### src/rtl/muxn_pkg.sv
// muxn_pkg: shared constants and helpers for the muxn_pipe block.
// Holds the channel-slice helper and the legal NUM_IN range check.
package muxn_pkg;

    localparam int NUM_IN_MIN = 2;
    localparam int NUM_IN_MAX = 64;

    // Bit offset of channel idx inside the flattened data bus.
    function automatic int unsigned chan_lo(input int unsigned idx, input int unsigned width);
        return idx * width;
    endfunction

    // True when a channel count is inside the supported range.
    function automatic bit num_in_legal(input int n);
        return (n >= NUM_IN_MIN) && (n <= NUM_IN_MAX);
    endfunction

endpackage

### src/rtl/muxn_pipe_rr.sv
// muxn_rr_arb: round-robin grant generator for muxn_pipe.
// Searches in_valid from ptr upward with wrap-around; ptr advances past the
// granted channel only when a transfer actually happens.
module muxn_rr_arb
    import muxn_pkg::*;
#(
    parameter int NUM_IN    = 16,
    parameter int SEL_WIDTH = $clog2(NUM_IN)
) (
    input  logic                 clk,
    input  logic                 rst,
    input  logic [NUM_IN-1:0]    in_valid,
    input  logic                 xfer,
    output logic [SEL_WIDTH-1:0] g,
    output logic [SEL_WIDTH-1:0] ptr
);

    logic [SEL_WIDTH:0]   sum;
    logic [SEL_WIDTH-1:0] idx;
    logic                 found;

    // Pick the first valid channel at or after ptr, wrapping at NUM_IN-1.
    always_comb begin
        g     = ptr;
        found = 1'b0;
        sum   = '0;
        idx   = '0;
        for (int k = 0; k < NUM_IN; k++) begin
            sum = {1'b0, ptr} + (SEL_WIDTH+1)'(k);
            if (sum >= (SEL_WIDTH+1)'(NUM_IN)) begin
                sum = sum - (SEL_WIDTH+1)'(NUM_IN);
            end
            idx = sum[SEL_WIDTH-1:0];
            if (!found && in_valid[idx]) begin
                g     = idx;
                found = 1'b1;
            end
        end
    end

    // Pointer moves to the channel after the winner on each transfer.
    always_ff @(posedge clk) begin
        if (rst) begin
            ptr <= '0;
        end else if (xfer) begin
            ptr <= (g == SEL_WIDTH'(NUM_IN - 1)) ? '0 : g + 1'b1;
        end
    end

endmodule

### src/rtl/muxn_pipe.sv
// muxn_pipe: N-input mux with a registered valid/ready output stage.
// Build option: define MUXN_PIPE_RR_EN to replace sel with a round-robin
// arbiter (muxn_rr_arb); otherwise the grant comes straight from sel.
// Handshake: a word moves when valid && ready on the same rising edge; the
// output register accepts whenever it is empty or draining this cycle.
module muxn_pipe
    import muxn_pkg::*;
#(
    parameter int DATA_WIDTH = 32,
    parameter int NUM_IN     = 16,
    parameter int SEL_WIDTH  = $clog2(NUM_IN)
) (
    input  logic                         clk,
    input  logic                         rst,
    input  logic [NUM_IN*DATA_WIDTH-1:0] in_data,
    input  logic [NUM_IN-1:0]            in_valid,
    output logic [NUM_IN-1:0]            in_ready,
    input  logic [SEL_WIDTH-1:0]         sel,
    output logic [DATA_WIDTH-1:0]        out_data,
    output logic                         out_valid,
    input  logic                         out_ready,
    output logic [SEL_WIDTH-1:0]         out_sel
);

    if (!num_in_legal(NUM_IN)) begin : g_bad_num_in
        $error("muxn_pipe: NUM_IN out of range 2..64");
    end

    logic                  accept;
    logic [SEL_WIDTH-1:0]  g;
    logic                  g_ok;
    logic                  xfer;
    logic [DATA_WIDTH-1:0] g_data;

`ifdef MUXN_PIPE_RR_EN
    logic [SEL_WIDTH-1:0] unused_ptr;
    logic                 unused_sel;

    assign unused_sel = ^sel;
    assign g_ok       = 1'b1;

    muxn_rr_arb #(
        .NUM_IN    (NUM_IN),
        .SEL_WIDTH (SEL_WIDTH)
    ) u_arb (
        .clk      (clk),
        .rst      (rst),
        .in_valid (in_valid),
        .xfer     (xfer),
        .g        (g),
        .ptr      (unused_ptr)
    );
`else
    assign g    = sel;
    assign g_ok = (32'(sel) < 32'(NUM_IN));
`endif

    assign accept = !out_valid || out_ready;
    assign xfer   = g_ok && in_valid[g] && accept && !rst;
    assign g_data = in_data[chan_lo(32'(g), DATA_WIDTH) +: DATA_WIDTH];

    // Only the granted channel sees ready, and never during reset.
    always_comb begin
        in_ready = '0;
        if (g_ok && !rst) begin
            in_ready[g] = accept;
        end
    end

    // Output register: load on transfer, clear valid on a pure drain.
    always_ff @(posedge clk) begin
        if (rst) begin
            out_valid <= 1'b0;
            out_data  <= '0;
            out_sel   <= '0;
        end else if (xfer) begin
            out_valid <= 1'b1;
            out_data  <= g_data;
            out_sel   <= g;
        end else if (out_ready) begin
            out_valid <= 1'b0;
        end
    end

endmodule

### config.mk
export PLATFORM = sky130hd
export DESIGN_NAME = muxn_pipe
export DESIGN_NICKNAME = d
export VERILOG_FILES = /design/src/rtl/muxn_pkg.sv /design/src/rtl/muxn_pipe_rr.sv /design/src/rtl/muxn_pipe.sv
export SDC_FILE = /design/constraint.sdc
export NUM_CORES = 1
export LEC_CHECK = 0
export BUFFER_PORTS_ARGS = -buffer_cell sky130_fd_sc_hd__buf_2
export CAP_MARGIN = 20
export CORE_AREA = 2 2 229 231
export DETAILED_ROUTE_END_ITERATION = 10
export DIE_AREA = 0 0 231 233
export REMOVE_ABC_BUFFERS = 1
export SLEW_MARGIN = 5
export SYNTH_ARGS = -nofsm -noshare
export SYNTH_HDL_FRONTEND = slang
export SYNTH_SLANG_ARGS = --single-unit
### constraint.sdc
create_clock -name clk -period 2 [get_ports clk]
set_input_delay 0.3 -clock clk [delete_from_list [all_inputs] [get_ports clk]]
set_output_delay 0.3 -clock clk [all_outputs]
set_load 0.01 [all_outputs]
==> flow_summary.ini <==
[timing]
skew_ns = 0.00868
timing.final.crit_period_ns = 1.79
max_slew_margin = 0.669
final-max-slew-violation-count = 0
fin_crit_sh = 0.897
finalHoldWorstSlack_ns = 0.339
final_hold_vio_count = 0
achievable-frequency_ghz = 0.558
setup_tns_ns = 0
rsz_0062_raised_after_global_routing = no
timing_worst_slew_pin_value_ns = 0.496
finalSetupViolCount = 0

[detailed_routing]
routed_wire_length_per_instance_um = 21.9
drt_pre_antenna_iters = 5
antenna_left = 0
top_layer_used = met5
detail_route.vias_per_cell = 4.24
vias = 7384
post-route-drc-count = 0
post_route_m1_wl_um = 14000
drt_iter0_markers = 389
detailroute.wirelength.met3_um = 4150
met2_wirelength_um = 18500
wl_um = 38200

[die]
die_x_um = 231
die-height_um = 233
core_area_um2 = 51100
fp-row-count = 83
floorplan.io_pins = 588
floorplan.die_area_um2 = 53800
initial_utilization = 0.109

[power_and_ir_drop]
pwr_density_cell_nw_per_um2 = 372
max_ir_drop_vdd_mv = 0.292
p_leak_nw = 4.36
fin_total_pwr_mw = 3.70

[clocking]
cts_made_buffers = 5
cts_setup_buffers = 0
worst_setup_hold_path_clk_slew_ns = 0.06
worst_skew_pair.late_latency_ns = 0.32
cts_root_buf = clkbuf_16
tritoncts_clock_tree = built
cts_sinks = 37
cts_max_level = 2
cts.hold.buffers_added = 0
postCtsResizedCells = 0
cts_buffer_depth = 2

[synth]
synthesis.yosys.warnings = 0
syn-cell-area_um2 = 5590
synth_cell_type_count = 34
seq_area_frac_synth = 0.132
number_of_synthesized_register_bits = 37
syn_area_per_cell_um2 = 12.0
netlist_instances = 465

[placed_design]
placement.cell_area_um2 = 9760
post-dp-hpwl_um = 32300
gpl_wtd_cong = 0.988
io_buffers = 587
dpl.cell_count = 1726

[min_path]
min_delay_path_depth = 3
worstHoldPathType = in2reg
holdPathEnd = out_valid
worst_hold_startpoint = out_ready

[critical_path]
worst_ep_arrival_time_ns = 1.49
timing.critical_path.to_type = output port
crit_slowest_cell = or3_1
critical_path.reg2reg.startpoint = out_valid
crit_fanout = 5
reg2reg_setup_slack_ns = 0.23
crit_path_max_incr_delay_ns = 0.39
path_cells = nor2b_1 > or3_1 > nor2_1 > buf_2
timing.critical_path.required_ns = 1.70
worst_setup_path_startpoint = out_valid
critPathKind = reg2out
setup.worst_path.start_class = flip-flop
worst-r2r-cell-count = 7
critical_register_to_register_path_endpoint = out_data[23]

[cells_and_area]
share_of_cells_above_drive_strength_1 = 0.777
final_cell_area_um2 = 9930
finalNetCount = 1588
area_delta_synth_final_pct = 77.5
instances_no_fill = 1743

[grt]
number_of_antenna_violations_at_the_first_check_in_global_routing = 25
grt_use_total = 0.137
grt_first_pass_wirelength_um = 51800
grt_remaining_overflow = 0
grt_pass1_vias = 7850
grt_start_max_net_pins = 46

[status]
run_status = complete, no violations

[job]
drv_cap = 0
## how the worst max path moves through the flow
stage,to,slack [ns]
after floorplan,out_data[0],-0.09
final,in_ready[4],0.21
after CTS,in_ready[0],0.17
after global routing,in_ready[10],0.14
after detailed placement,out_data[27],-0.06
after global placement,out_data[17],-0.03
## critical path: cells and delay by family (launching register included)
kind	cells	cell delay, ns
DFF	1	0.32
and+or+nand+nor	3	0.72
buffers and inverters	1	0.14
## registers in the layout, summed over array words and instances (netlist names)
signal     count
out_data      32
out_sel        4
out_valid      1
## stage by stage
step | utilization | worst slack, ns
after floorplan | - | -0.0933
after global placement | 0.191 | -0.0285
after detailed placement | 0.191 | -0.0551
after CTS | 0.194 | 0.175
after global routing | 0.194 | 0.139
final | 0.194 | 0.206
## synthesized netlist by cell type
library cell	count	area (um2)
a21oi_2	28	245
buf_6	5	56.3
buf_2	26	130
and2_1	1	6.26
a31oi_1	1	6.26
nand2b_1	2	12.5
and4_1	1	8.76
clkbuf_2	1	5.00
a2111oi_4	1	27.5
inv_2	1	3.75
nand3_1	39	195
nor2_1	24	90.1
clkbuf_1	25	93.8
nor2b_1	4	25.0
o21ai_0	3	15.0
nand3_2	1	10.0
buf_4	1	7.51
nand2_1	7	26.3
a21oi_1	8	40.0
or2_2	1	6.26
a22o_1	32	280
nand3_4	1	17.5
and3_1	1	6.26
dfxtp_1	37	741
a311oi_1	1	8.76
mux2i_1	7	70.1
buf_1	5	18.8
a22oi_2	2	25.0
a22oi_1	64	480
mux4_2	128	2880
nand4_1	3	18.8
a211oi_1	1	7.51
or3_1	2	12.5
mux2i_2	1	13.8
## layout by cell type, fill, tap and decap left out, types with 7 or more instances in the layout
master and n:
mux4_2 128, a21oi_2 28, a21oi_1 8, buf_2 584, buf_12 17, nand2_1 7
dfxtp_1 37, a22oi_1 64, nor2_1 22, buf_4 41, nand3_1 39, mux2i_1 7
diode_2 10, a22o_1 32
## power by group
| group | internal (mW) | switching [mW] |
|---|---|---|
| clock | 0.493 | 0.407 |
| combinational | 1.10 | 0.865 |
| sequential | 0.795 | 0.0305 |
## cell families after synthesis
group                  after synthesis  synth area share
AOI/OAI and AO/OA                  141             0.203
buffers and inverters               64            0.0564
DFF                                 37             0.132
muxes                              136             0.530
and+or+nand+nor                     87            0.0778
## area by class of cell
class                   count  area [um2]
well taps                 680         851
flip-flops and latches     37         741
inverters                   1        3.75
fillers                  5630       41200
repair buffers            644        3600
clock buffers               7         143
diodes                     10        25.0
multi-input cells         364        4570
## metal layers
metal / vias to the layer above / GRT usage
met5: - / 0
li1: 3224 / -
met4: 18 / 0.0651
met2: 518 / 0.234
met1: 3539 / 0.147
met3: 85 / 0.0540
(Power assumes the default switching activity.)
